`src/rtl/cordic_pkg.sv`:
```
// Shared definitions for the CORDIC rotation engine.
//   - Fixed-point widths, CORDIC gain and the degree-to-radian scale factor.
//   - FSM state enum and the packed quadrant-flag bundle.
//   - The arctangent table, in Q2.14 radians, indexed by iteration number.
//   - sat_data(): clamps an internal INT_W value to the DATA_W output range.
package cordic_pkg;

    localparam int ITER_N  = 16;
    localparam int DATA_W  = 16;
    localparam int INT_W   = 18;
    localparam int ANGLE_W = 7;
    localparam int CNT_W   = 5;

    localparam logic [ANGLE_W-1:0]      ANGLE_MAX   = 7'd90;
    localparam logic signed [INT_W-1:0] K_Q14       = 18'sd9949;
    localparam logic [DATA_W-1:0]       DEG2RAD_Q14 = 16'd286;
    localparam logic [CNT_W-1:0]        ITER_LAST   = 5'(ITER_N);

    typedef enum logic [1:0] {
        IDLE = 2'd0,
        ITER = 2'd1,
        DONE = 2'd2
    } state_t;

    typedef struct packed {
        logic cos_sign;
        logic sin_sign;
        logic c_s_swap;
    } quad_flags_t;

    // atan(2^-i) in Q2.14 radians; the last entry rounds to zero.
    localparam logic [DATA_W-1:0] ATAN_TAB [ITER_N] = '{
        16'd12868, 16'd7596, 16'd4014, 16'd2037,
        16'd1023,  16'd512,  16'd256,  16'd128,
        16'd64,    16'd32,   16'd16,   16'd8,
        16'd4,     16'd2,    16'd1,    16'd0
    };

    // Symmetric clamp (+/-32767) so a later negation can never overflow.
    function automatic logic signed [DATA_W-1:0] sat_data(input logic signed [INT_W-1:0] v);
        if (v > 18'sd32767) begin
            return 16'sd32767;
        end else if (v < -18'sd32767) begin
            return -16'sd32767;
        end else begin
            return v[DATA_W-1:0];
        end
    endfunction

endpackage

```
`src/rtl/cordic_atan_rom.sv`:
```
// Arctangent lookup for the CORDIC iterations (purely combinational).
//   idx      : iteration index 0..15
//   atan_q14 : atan(2^-idx) in Q2.14 radians
module cordic_atan_rom
    import cordic_pkg::*;
(
    input  logic [3:0]        idx,
    output logic [DATA_W-1:0] atan_q14
);

    assign atan_q14 = ATAN_TAB[idx];

endmodule

```
`src/rtl/cordic_rotate_engine.sv`:
```
// Iterative CORDIC rotation producing cos/sin of a first-quadrant angle.
// One request is processed at a time: IDLE -> ITER (setup + 16 micro-rotations)
// -> DONE (one cycle, out_valid high) -> IDLE.
//
// Ports:
//   clk, rst_n           : clock, asynchronous active-low reset
//   start                : one-cycle request, only honoured in IDLE
//   angle_deg[6:0]       : angle in integer degrees, values above 90 clamp to 90
//   cos_sign_in, sin_sign_in, c_s_swap_in : quadrant flags captured with start
//   busy                 : high whenever the engine is not IDLE
//   out_valid            : one-cycle pulse while results are fresh (DONE)
//   cos_out, sin_out     : signed Q1.14 results, held until the next DONE
//   cos_sign_out, sin_sign_out, c_s_swap_out : flags belonging to the results
//
// Build option CORDIC_QUADRANT_APPLY_EN: when defined, the flags are applied
// (swap, then negate) before the results are registered; when undefined the
// raw first-quadrant values are output and the flags are only passed along.
module cordic_rotate_engine
    import cordic_pkg::*;
(
    input  logic                     clk,
    input  logic                     rst_n,
    input  logic                     start,
    input  logic [ANGLE_W-1:0]       angle_deg,
    input  logic                     cos_sign_in,
    input  logic                     sin_sign_in,
    input  logic                     c_s_swap_in,
    output logic                     busy,
    output logic                     out_valid,
    output logic signed [DATA_W-1:0] cos_out,
    output logic signed [DATA_W-1:0] sin_out,
    output logic                     cos_sign_out,
    output logic                     sin_sign_out,
    output logic                     c_s_swap_out
);

    state_t                     state_q, state_d;
    logic [CNT_W-1:0]           i_q, i_d;
    logic signed [INT_W-1:0]    x_q, x_d, y_q, y_d, z_q, z_d;
    quad_flags_t                flags_q, flags_d;
    quad_flags_t                flags_out_q, flags_out_d;
    logic signed [DATA_W-1:0]   cos_q, cos_d, sin_q, sin_d;

    logic [ANGLE_W-1:0]         angle_sat;
    logic [DATA_W-1:0]          z_load;
    logic [DATA_W-1:0]          atan_val;
    logic signed [INT_W-1:0]    atan_ext, x_sh, y_sh;
    logic signed [DATA_W-1:0]   cos_res, sin_res;

    cordic_atan_rom u_atan_rom (
        .idx      (i_q[3:0]),
        .atan_q14 (atan_val)
    );

    assign angle_sat = (angle_deg > ANGLE_MAX) ? ANGLE_MAX : angle_deg;
    assign z_load    = {{(DATA_W-ANGLE_W){1'b0}}, angle_sat} * DEG2RAD_Q14;
    assign atan_ext  = {{(INT_W-DATA_W){1'b0}}, atan_val};
    assign x_sh      = x_q >>> i_q[3:0];
    assign y_sh      = y_q >>> i_q[3:0];

`ifdef CORDIC_QUADRANT_APPLY_EN
    logic signed [DATA_W-1:0] cos_pre, sin_pre;
    assign cos_pre = flags_q.c_s_swap ? sat_data(y_q) : sat_data(x_q);
    assign sin_pre = flags_q.c_s_swap ? sat_data(x_q) : sat_data(y_q);
    assign cos_res = flags_q.cos_sign ? -cos_pre : cos_pre;
    assign sin_res = flags_q.sin_sign ? -sin_pre : sin_pre;
`else
    assign cos_res = sat_data(x_q);
    assign sin_res = sat_data(y_q);
`endif

    always_comb begin
        // NOTE: every _d gets its hold value first so no path leaves it unassigned (no latches).
        state_d     = state_q;
        i_d         = i_q;
        x_d         = x_q;
        y_d         = y_q;
        z_d         = z_q;
        flags_d     = flags_q;
        flags_out_d = flags_out_q;
        cos_d       = cos_q;
        sin_d       = sin_q;

        unique case (state_q)
            IDLE: begin
                if (start) begin
                    state_d = ITER;
                    i_d     = '0;
                    x_d     = K_Q14;
                    y_d     = '0;
                    z_d     = {{(INT_W-DATA_W){1'b0}}, z_load};
                    flags_d = '{cos_sign: cos_sign_in, sin_sign: sin_sign_in, c_s_swap: c_s_swap_in};
                end
            end
            ITER: begin
                // i counts 0..15 for the rotations; i == 16 is the extra cycle
                // that latches the results and moves to DONE.
                if (i_q == ITER_LAST) begin
                    state_d     = DONE;
                    cos_d       = cos_res;
                    sin_d       = sin_res;
                    flags_out_d = flags_q;
                end else begin
                    // Rotate towards z = 0; z >= 0 counts as positive direction.
                    if (!z_q[INT_W-1]) begin
                        x_d = x_q - y_sh;
                        y_d = y_q + x_sh;
                        z_d = z_q - atan_ext;
                    end else begin
                        x_d = x_q + y_sh;
                        y_d = y_q - x_sh;
                        z_d = z_q + atan_ext;
                    end
                    i_d = i_q + 5'd1;
                end
            end
            DONE: state_d = IDLE;
            default: state_d = IDLE;
        endcase
    end

    // NOTE: sequential state uses non-blocking assignments so all flops update together.
    always_ff @(posedge clk or negedge rst_n) begin
        if (!rst_n) begin
            state_q     <= IDLE;
            i_q         <= '0;
            x_q         <= '0;
            y_q         <= '0;
            z_q         <= '0;
            flags_q     <= '0;
            flags_out_q <= '0;
            cos_q       <= '0;
            sin_q       <= '0;
        end else begin
            state_q     <= state_d;
            i_q         <= i_d;
            x_q         <= x_d;
            y_q         <= y_d;
            z_q         <= z_d;
            flags_q     <= flags_d;
            flags_out_q <= flags_out_d;
            cos_q       <= cos_d;
            sin_q       <= sin_d;
        end
    end

    assign busy         = (state_q != IDLE);
    assign out_valid    = (state_q == DONE);
    assign cos_out      = cos_q;
    assign sin_out      = sin_q;
    assign cos_sign_out = flags_out_q.cos_sign;
    assign sin_sign_out = flags_out_q.sin_sign;
    assign c_s_swap_out = flags_out_q.c_s_swap;

endmodule

```
`config.mk`:
```
export PLATFORM = sky130hd
export DESIGN_NAME = cordic_rotate_engine
export DESIGN_NICKNAME = d
export VERILOG_FILES = /design/src/rtl/cordic_pkg.sv /design/src/rtl/cordic_atan_rom.sv /design/src/rtl/cordic_rotate_engine.sv
export SDC_FILE = /design/constraint.sdc
export NUM_CORES = 1
export LEC_CHECK = 0
export CAP_MARGIN = 40
export CORE_MARGIN = 4
export CORE_UTILIZATION = 29
export CTS_CLUSTER_DIAMETER = 100
export DETAILED_ROUTE_END_ITERATION = 7
export GPL_ROUTABILITY_DRIVEN = 0
export RECOVER_POWER = 100
export SLEW_MARGIN = 25
export SYNTH_ARGS = -nofsm -noshare
export SYNTH_HDL_FRONTEND = slang
export SYNTH_SLANG_ARGS = --single-unit
```
`constraint.sdc`:
```
create_clock -name clk -period 11.1 [get_ports clk]
set_input_delay 1.665 -clock clk [delete_from_list [all_inputs] [get_ports clk]]
set_output_delay 1.665 -clock clk [all_outputs]
set_load 0.1 [all_outputs]
```
==> out/results.tsv, run 1 <==
stage	metric	value	unit
synthesis	synthesized area	0.0103	sq mm
synthesis	share of the yosys chip area belonging to registers	0.240	
final_layout	NumNets Final	1414	
place	number of port buffers	49	
worst_setup_path	crit-path cells	clkbuf_1 > inv_1 > ha_1 > nor2b_1 > a21oi_1 > a21o_1 > ha_1 > nand3_1 > or4_1 > o31a_1 > xor2_1 > ha_1 > a21o_1 > a21o_1 > nor3_1 > o211ai_1 > a2111o_1 > a31oi_1 > xor2_1 > o22ai_1	
worst_setup_path	R2R cell count	20	
synthesis	Synth Flop Type	dfrtp_1	
final_layout	commonest non-fill, non-tap cells in the layout	nand2_1 (122), nor2_1 (122), o21ai_0 (110), dfrtp_1 (98), ha_1 (97)	
floorplan	Starting Density	0.296	
cts	CTS H-Tree Depth	3	
grt	gr ovfl total	0	
cts	CTS Buf Count	9	
synthesis	Post-Synth Simple-Gate Area	0.185	
route	metal2 WL	13400	microns
timing	# setup viols final	0	
worst_setup_path	reg2reg end	z_q[17]	
final_layout	Fillers	3667	
floorplan	DIE WIDTH	197	microns
worst_setup_path	Crit Path Max Fanout	45	
final_layout	share of layout cells above drive strength 1	0.0716	
synthesis	Distinct cells, synth	71	
synthesis	Mean Syn Cell Area	8.30	sq um
cts	CTS tree	done	
worst_setup_path	Crit Path Category	register to register	
timing	Fmax achieved	126	MHz
worst_hold_path	hold_sp	flags_q[1]	
timing	fin crit period	7.92	ns
worst_setup_path	CP endpoint kind	register	
route	DRC	0	
route	drt initial violations	604	
worst_setup_path	CP Data Arrival Time	8.09	ns
timing	final slew viol count	212	
timing	tightest slew margin relative to the limit	-0.990	
synthesis	synth warn	0	
floorplan	# IOs	50	
grt	initial antenna violation count	0	
timing	RSZ-0062 raised after global routing	false	
grt	vias in the first global route	9073	
route	DR vias/cell	5.39	
worst_setup_path	reg-to-reg startpoint	i_q[0]	
worst_setup_path	Worst path slowest cell	clkbuf_1	
timing	Hold Vio Cnt, Final	0	
cts	clk_lat worst skew	0.36	ns
route	Metal-1 WL	13000	microns
timing	final critical-path share of the clock period	0.714	
timing	Slew @ Worst Pin	2.98	ns
synthesis	area leader, netlist	dfrtp_1	
worst_setup_path	Startpoint Class	register	
route	met3 wire len	1530	microns
synthesis	asr flop ratio synth	1.00	
worst_setup_path	flop2flop setup slack	3.18	ns
final_layout	P&R area growth vs syn	13.5	%
synthesis	Compound-Gate Fraction of Synth Area	0.212	
route	DRT Pass-1 Iters	5	
place	dpl hpwl	20600	microns
floorplan	die area	0.0387	sq mm
synthesis	xor/xnor share of the synthesized area	0.0720	
route	Max Used Layer	met4	
route	final wirelength	28300	microns
worst_setup_path	max incr delay on CP	2.03	ns
floorplan	Core Area	0.0349	sq mm
worst_hold_path	HP Class	register to register	
synthesis	FF+latch count, synth	99	
synthesis	mux contribution to synthesized area	0.103	
cts	CTS Hold Buffers Added	0	
cts	clock sink total	99	
cts	Clock Tree Buf Depth	2	
synthesis	Post-synth EDFFs	0	
floorplan	Die Ht	197	microns
grt	first-pass GRT wire length	46300	microns
worst_hold_path	Worst Hold End	sin_sign_out	
worst_hold_path	Cells on Worst Hold Path	2	
cts	Resize count post-CTS	0	
flow_run	MaxCap Viol Count	5	
cts	clock root cell	clkbuf_16	
floorplan	Rows	68	
synthesis	adder-cell share of the synthesized area	0.139	
run_status	outcome	complete, but fails checks	
final_layout	n_diodes	0	
cts	Clock transition at path regs	0.07	ns
grt	largest net degree at the start of global routing	63	
synthesis	Mapped Cells	1245	
synthesis	largest family of logic cells by synthesized area	compound AO/OA/AOI/OAI gates	
route	Vias	9443	
route	drt wl/cell	16.2	microns
run_status	violated checks	max-capacitance violations, max-slew violations	
timing	Final Skew	0.00916	ns
cts	Setup Buffers After CTS	0	
timing	setup tns final	0	ns
grt	Tot GR Track Use	0.143	
route	Final ANT Viol Nets	0	
synthesis	Yosys top cell area share	0.240	
synthesis	Syn Nets	1366	
worst_setup_path	worst endpoint required time	11.27	ns
synthesis	ranking of synthesized cells by area	dfrtp_1 (24%), ha_1 (12%), mux4_2 (6.8%)	
==> flip-flops by register name, indices dropped and copies added (netlist names), 2 cells and up <==
register  flops
flags_q       3
cos_out      16
y_q          18
state_q       2
x_q          18
sin_out      16
z_q          18
i_q           5
==> cell usage after synthesis (all sizes together) (4+ instances only) <==
master  count
a211oi      6
a21o       24
a21oi      92
a31o        5
a31oi      23
a41oi       4
and2        8
and3       10
buf        20
clkbuf     49
clkinv      4
dfrtp      99
fa         11
ha         97
inv        52
mux2       17
mux2i      17
mux4       31
nand2     122
nand2b     17
nand3      40
nand4       6
nor2      122
nor2b      13
nor3       31
nor4       12
o211ai      7
o21a       12
o21ai     113
o21bai     12
o22ai       5
o31ai       5
o41ai       7
or2         6
or3         9
xnor2      47
xor2       38
==> routing by layer <==
layer,GRT usage,up-vias
met2,0.248,257
met4,0.0313,0
met5,0,-
met1,0.190,4548
met3,0.0202,32
li1,-,4606
==> critical path, delay by kind of cell, from the launching register on <==
kind | cells | cell delay, ns
flip-flops | 1 | 0.35
buffers and inverters | 2 | 2.80
XOR/XNOR | 2 | 0.35
AND/OR/NAND/NOR | 4 | 1.11
adder cells (fa/ha/maj) | 3 | 1.15
AO/OA/AOI/OAI | 9 | 1.96
==> area by class of cell <==
class	count	area, sq um	area share
Clock buffer	10	239	0.0204
Inverter	56	210	0.0179
Tap cell	455	569	0.0485
Multi-Input combinational cell	1021	7330	0.625
Timing Repair Buffer	106	858	0.0731
Clock inverter	6	46.3	0.00394
Sequential cell	99	2480	0.211
==> how the worst max path moves through the flow <==
stage,startpoint,endpoint,slack [ns],cells after the start
global route,i_q[0],x_q[17],2.32,20
CTS,angle_deg[6],z_q[14],4.94,16
finish,i_q[0],z_q[17],3.18,20
detailed placement,angle_deg[6],z_q[14],4.57,16
global placement,angle_deg[1],z_q[15],4.70,19
floorplan,angle_deg[1],z_q[15],5.46,18
==> logic make-up (layout without fill, tap and decap cells) <==
kind of cell	Yosys count	after routing
AO/OA/AOI/OAI	352	352
AND/OR/NAND/NOR	411	411
multiplexers	65	65
adder cells (fa/ha/maj)	108	108
buffers and inverters	125	178
XOR/XNOR	85	85
flip-flops	99	99
==> through the flow <==
step | util | hold WS [ns] | std cells | worst slack (ns) | area (sq um)
floorplan | - | 0.439 | 1245 | 5.46 | 10300
global placement | 0.322 | 0.458 | 1696 | 4.70 | 11200
detailed placement | 0.340 | 0.462 | 1735 | 4.57 | 11900
CTS | 0.348 | 0.479 | 1751 | 4.94 | 12200
global route | 0.336 | 0.507 | 1753 | 2.32 | 11700
finish | 0.336 | 0.474 | 1753 | 3.18 | 11700
Power of run 1 is not shown: default switching activity piles up to over one toggle a cycle in this logic, so the estimate is an artifact.
==> run 2, diff against run 1 <==
- clock period: 11.1 -> 7.7 ns (I/O delays scaled with it)
==> run 2 against run 1 <==
  * The flow still finishes with violations (max-capacitance violations, max-slew violations)
  * Flip-flop and latch count stayed put
  * Wire length is 0.78% lower
  * Register-to-register slack worse by 2.0 ns
  * Non-clock buffer count is 3 higher
==> out/results.tsv, run 2 (same netlist as run 1, synthesis figures left out) <==
stage	metric	value	unit	change
worst_setup_path	Setup crit end	y_q[17]		was z_q[17]
cts	CTS tree	done		unchanged
cts	Setup Buffers After CTS	0		unchanged
timing	RSZ-0062 raised after global routing	false		unchanged
timing	Hold Vio Cnt, Final	0		unchanged
run_status	violated checks	max-capacitance violations, max-slew violations		unchanged
cts	clock sink total	99		unchanged
final_layout	NumNets Final	1417		was 1,414
route	final wirelength	28100	microns	was 28,300 microns
floorplan	Starting Density	0.296		unchanged
worst_setup_path	Crit Path Max Fanout	18		was 45
timing	fin crit period	6.53	ns	was 7.92 ns
flow_run	MaxCap Viol Count	4		was 5
floorplan	Die Ht	197	microns	unchanged
grt	gr ovfl total	0		unchanged
final_layout	Fillers	3683		was 3,667
final_layout	n_diodes	0		unchanged
worst_setup_path	crit path from	i_q[3]		was i_q[0]
floorplan	DIE WIDTH	197	microns	unchanged
final_layout	P&R area growth vs syn	13.2	%	was 13.5%
grt	largest net degree at the start of global routing	54		was 63
floorplan	die area	0.0387	sq mm	unchanged
run_status	outcome	complete, but fails checks		unchanged
worst_setup_path	worst endpoint required time	7.92	ns	was 11.27 ns
route	drt initial violations	600		was 604
timing	tightest slew margin relative to the limit	-0.950		was -0.990
place	dpl hpwl	20700	microns	was 20,600 microns
timing	setup tns final	0	ns	unchanged
floorplan	# IOs	50		unchanged
final_layout	Multi-input gate area	0.00734	sq mm	was 0.00733 sq mm
grt	Tot GR Track Use	0.144		was 0.143
grt	met1 GRT Util	0.195		was 0.190
cts	Clock transition at path regs	0.07	ns	about the same
cts	CTS Hold Buffers Added	0		unchanged
grt	initial antenna violation count	0		unchanged
worst_setup_path	CP endpoint kind	register		unchanged
worst_setup_path	CP Data Arrival Time	6.75	ns	was 8.09 ns
timing	Fmax achieved	153	MHz	was 126 MHz
grt	met3 track demand over resource	0.0209		was 0.0202
final_layout	commonest non-fill, non-tap cells in the layout	nand2_1 (122), nor2_1 (122), o21ai_0 (111), dfrtp_1 (98), ha_1 (97)		was nand2_1 (122), nor2_1 (122), o21ai_0 (110), dfrtp_1 (98), ha_1 (97)
cts	clk_lat worst skew	0.36	ns	about the same
place	number of port buffers	49		unchanged
cts	Clock Tree Buf Depth	2		unchanged
route	drt wl/cell	16.0	microns	was 16.2 microns
final_layout	Register Area	0.00248	sq mm	unchanged
timing	final slew viol count	176		was 212
timing	Slew @ Worst Pin	2.93	ns	was 2.98 ns
grt	GRT busiest layer	met2		unchanged
cts	CTS H-Tree Depth	3		unchanged
worst_setup_path	flop2flop setup slack	1.17	ns	was 3.18 ns
route	DR vias/cell	5.35		was 5.39
worst_hold_path	HP Class	register to register		unchanged
route	Vias	9398		was 9,443
final_layout	biggest regs	x_q (18), y_q (18), z_q (18)		unchanged
route	Final ANT Viol Nets	0		unchanged
worst_setup_path	Crit Path Category	register to register		unchanged
worst_setup_path	Startpoint Class	register		unchanged
grt	first-pass GRT wire length	46500	microns	was 46,300 microns
floorplan	Rows	68		unchanged
worst_setup_path	reg-to-reg startpoint	i_q[3]		was i_q[0]
timing	# setup viols final	0		unchanged
worst_setup_path	R2R cell count	18		was 20
cts	Resize count post-CTS	0		unchanged
worst_setup_path	reg2reg end	y_q[17]		was z_q[17]
final_layout	share of layout cells above drive strength 1	0.0715		was 0.0716
route	DRT Pass-1 Iters	5		unchanged
grt	vias in the first global route	8936		was 9,073
cts	CTS Buf Count	9		unchanged
floorplan	Core Area	0.0349	sq mm	unchanged
timing	final critical-path share of the clock period	0.848		was 0.714
route	DRC	0		unchanged
timing	Final Skew	0.00565	ns	was 0.00916 ns
grt	routing usage on met2	0.242		was 0.248
cts	clock root cell	clkbuf_16		unchanged
==> run 2: cell types whose count changed in the layout (fill, tap and decap cells not counted), moves of 2 or more <==
| cell | change |
|---|---|
| clkdlybuf4s50_1 | +3 |
| buf_4 | +4 |
| clkbuf_1 | +2 |
| buf_16 | -3 |
| dlygate4sd3_1 | -3 |
| inv_6 | -2 |
==> run 2: worst min path at each step <==
stage	start	end	depth (start not counted)
floorplan	flags_q[0]	c_s_swap_out	2
global placement	flags_q[2]	cos_sign_out	2
detailed placement	flags_q[2]	cos_sign_out	2
CTS	flags_q[2]	cos_sign_out	2
global route	flags_q[1]	sin_sign_out	2
finish	c_s_swap_out	c_s_swap_out	2
==> run 2: cell type report <==
cell class,instances,share of cell area
sequential,99,0.212
clock inverter,6,0.00417
multi-input combinational,1021,0.627
timing repair buffer,109,0.0695
inverter,56,0.0180
tap,455,0.0486
clock buffer,10,0.0204
==> run 2: per-stage QoR <==
step | setup WS, ns | hold slack, ns | std cells | instance area (sq um) | util
after global routing | 0.819 | 0.504 | 1756 | 11700 | 0.335
after CTS | 1.97 | 0.476 | 1756 | 12200 | 0.348
after detailed placement | 1.77 | 0.461 | 1740 | 11900 | 0.340
final | 1.17 | 0.472 | 1756 | 11700 | 0.335
after global placement | 1.84 | 0.451 | 1701 | 11300 | 0.323
after floorplan | 2.57 | 0.439 | 1245 | 10300 | -
==> run 2: metal layers <==
layer | wire, microns | vias up | part of all wire
li1 | - | 4616 | -
met1 | 13000 | 4506 | 0.46
met2 | 13200 | 241 | 0.47
met3 | 1450 | 35 | 0.051
met4 | 509 | 0 | 0.018
met5 | 0 | - | 0
==> run 2: critical path: stages, from the launching register on <==
cell and delay [ns]:
dfrtp_1 0.68, clkbuf_1 0.69, clkbuf_1 0.64, mux4_2 0.46, mux2_1 0.38, o41ai_4 0.41
nand3_1 0.21, nor4_1 0.65, nor2_1 0.10, xor2_1 0.17, ha_1 0.36, and4_1 0.22
nand2_1 0.07, o21bai_1 0.17, and3_1 0.19, o41ai_1 0.61, nor3_1 0.09, mux2i_1 0.15
o221ai_1 0.12
Power of run 2 is left out for the same reason.
==> run 3, diff against run 2 <==
- clock period: 7.7 -> 6.3 ns (I/O delays scaled with it)
==> run 3 against run 2 <==
  * The run still ends with max-capacitance violations, max-slew violations left
  * Critical path type unchanged
  * Critical endpoint unchanged
  * Clock-buffer cell count shrank 1
  * Register-to-register slack lost 0.68 ns
  * Critical path depth is the same
  * Final area grew 1.2%
  * Hold slack lost 0.0018 ns
  * Non-clock buffer count grew 4
  * Sequential share of layout area shrank 0.24 points
  * Clock skew grew 0.0053 ns
  * First-iteration DRC count grew 9.3%
  * Setup slack lost 0.68 ns
==> out/results.tsv, run 3 (same netlist as run 1, synthesis figures left out) <==
stage	metric	value	unit	change
cts	Clock Tree Buf Depth	2		unchanged
grt	first-pass GRT wire length	47600	microns	was 46,500 microns
final_layout	share of layout cells above drive strength 1	0.0782		was 0.0715
cts	clock root cell	clkbuf_16		unchanged
timing	final slew viol count	151		was 176
floorplan	Die Ht	197	microns	unchanged
cts	clk_lat worst skew	0.36	ns	about the same
route	DRT Pass-1 Iters	5		unchanged
floorplan	Core Area	0.0349	sq mm	unchanged
place	number of port buffers	49		unchanged
cts	Resize count post-CTS	0		unchanged
timing	# setup viols final	0		unchanged
timing	Final Skew	0.0110	ns	was 0.00565 ns
cts	CTS tree	done		unchanged
worst_setup_path	Crit Path Category	register to register		unchanged
route	final wirelength	28800	microns	was 28,100 microns
worst_setup_path	crit-path cells	clkbuf_1 > nor2_1 > mux2i_1 > a21oi_1 > o41ai_4 > nand3_2 > nor4_1 > nor2_1 > xor2_1 > ha_1 > and4_1 > nand2_1 > o21bai_1 > and3_1 > o41ai_1 > nor3_1 > mux2i_1 > o221ai_1		was clkbuf_1 > clkbuf_1 > mux4_2 > mux2_1 > o41ai_4 > nand3_1 > nor4_1 > nor2_1 > xor2_1 > ha_1 > and4_1 > nand2_1 > o21bai_1 > and3_1 > o41ai_1 > nor3_1 > mux2i_1 > o221ai_1
route	DR vias/cell	5.38		was 5.35
worst_setup_path	Startpoint Class	register		unchanged
floorplan	Rows	68		unchanged
worst_hold_path	HP Class	register to register		unchanged
timing	RSZ-0062 raised after global routing	false		unchanged
route	Final ANT Viol Nets	0		unchanged
place	dpl hpwl	21300	microns	was 20,700 microns
timing	fin crit period	5.81	ns	was 6.53 ns
final_layout	Final Non-Filler Cells	1760		was 1,756
place	# placed instances	1743		was 1,740
timing	setup tns final	0	ns	unchanged
timing	tightest slew margin relative to the limit	-0.644		was -0.950
worst_setup_path	CP Data Arrival Time	6.02	ns	was 6.75 ns
grt	vias in the first global route	9229		was 8,936
worst_setup_path	worst endpoint required time	6.51	ns	was 7.92 ns
final_layout	biggest regs	x_q (18), y_q (18), z_q (18)		unchanged
run_status	outcome	complete, but fails checks		unchanged
flow_run	MaxCap Viol Count	4		unchanged
final_layout	P&R area growth vs syn	14.5	%	was 13.2%
timing	WHS	0.471	ns	was 0.472 ns
final_layout	commonest non-fill, non-tap cells in the layout	nand2_1 (122), nor2_1 (122), o21ai_0 (110), dfrtp_1 (98), ha_1 (97)		was nand2_1 (122), nor2_1 (122), o21ai_0 (111), dfrtp_1 (98), ha_1 (97)
floorplan	DIE WIDTH	197	microns	unchanged
route	drt wl/cell	16.4	microns	was 16.0 microns
cts	clock sink total	99		unchanged
worst_setup_path	Worst path slowest cell	nor4_1		was clkbuf_1
grt	largest net degree at the start of global routing	55		was 54
final_layout	n_diodes	0		unchanged
final_layout	NumNets Final	1421		was 1,417
timing	Hold Vio Cnt, Final	0		unchanged
cts	CTS Hold Buffers Added	0		unchanged
cts	Clock transition at path regs	0.07	ns	about the same
floorplan	# IOs	50		unchanged
grt	initial antenna violation count	0		unchanged
route	Vias	9461		was 9,398
timing	Fmax achieved	172	MHz	was 153 MHz
floorplan	die area	0.0387	sq mm	unchanged
cts	CTS H-Tree Depth	3		unchanged
worst_setup_path	CP endpoint kind	register		unchanged
worst_setup_path	max incr delay on CP	0.65	ns	was 0.69 ns
floorplan	Starting Density	0.296		unchanged
route	DRC	0		unchanged
worst_setup_path	Crit Path Max Fanout	13		was 18
cts	CTS Buf Count	9		unchanged
grt	Tot GR Track Use	0.147		was 0.144
grt	gr ovfl total	0		unchanged
run_status	violated checks	max-capacitance violations, max-slew violations		unchanged
timing	final critical-path share of the clock period	0.922		was 0.848
route	drt initial violations	656		was 600
timing	Slew @ Worst Pin	2.47	ns	was 2.93 ns
cts	Setup Buffers After CTS	0		unchanged
## run 3: cell types whose count changed in the layout (fill, tap and decap cells not counted), sizes merged
| cell | previous run | this run |
|---|---|---|
| clkinvlp | 2 | 1 |
| clkbuf | 54 | 52 |
| dlygate4sd3 | 3 | 6 |
| bufinv | 0 | 2 |
| clkinv | 6 | 5 |
| inv | 54 | 55 |
| clkdlybuf4s50 | 45 | 42 |
| buf | 17 | 22 |
## run 3: worst max-delay path, delay by kind of cell, from the launching register on
kind | cells | cell delay (ns)
DFF | 1 | 0.59
AOI/OAI and AO/OA | 5 | 1.51
and+or+nand+nor | 8 | 2.05
buffers and inverters | 1 | 0.38
muxes | 2 | 0.62
adders and majority gates | 1 | 0.36
xor gates and xnor gates | 1 | 0.17
## run 3: layer usage
metal / part of all wire / track usage / up-vias
met1: 0.46 / 0.196 / 4582
met5: 0 / 0 / -
met2: 0.48 / 0.253 / 215
met3: 0.042 / 0.0190 / 33
li1: - / - / 4631
met4: 0.017 / 0.0388 / 0
## run 3: layout make-up
| class | instances | area, sq um |
|---|---|---|
| clock buffers | 9 | 225 |
| clock inverters | 7 | 98.8 |
| fillers | 3675 | 23000 |
| inverters | 56 | 210 |
| multi-input cells | 1021 | 7370 |
| flip-flops and latches | 99 | 2480 |
| well taps | 455 | 569 |
| repair buffers | 113 | 888 |
## run 3: worst paths after layout
path	slack (ns)	end	from	cells past startpoint
max	0.49	y_q[17]	i_q[1]	18
min	0.47	cos_sign_out	flags_q[2]	2
max reg2reg	0.49	y_q[17]	i_q[1]	18
min reg2reg	0.47	cos_sign_out	flags_q[2]	2
max in group asynchronous	2.43	i_q[0]	rst_n	2
min in group asynchronous	1.34	cos_out[4]	rst_n	1
## run 3: through the flow
stage / area [sq um] / worst slack (ns) / util
floorplan: 10300 / 1.17 / -
global placement: 11300 / 0.646 / 0.324
detailed placement: 11900 / 0.564 / 0.342
CTS: 12200 / 0.654 / 0.351
global route: 11800 / 0.156 / 0.339
finish: 11800 / 0.493 / 0.339
Power of run 3 is left out for the same reason.
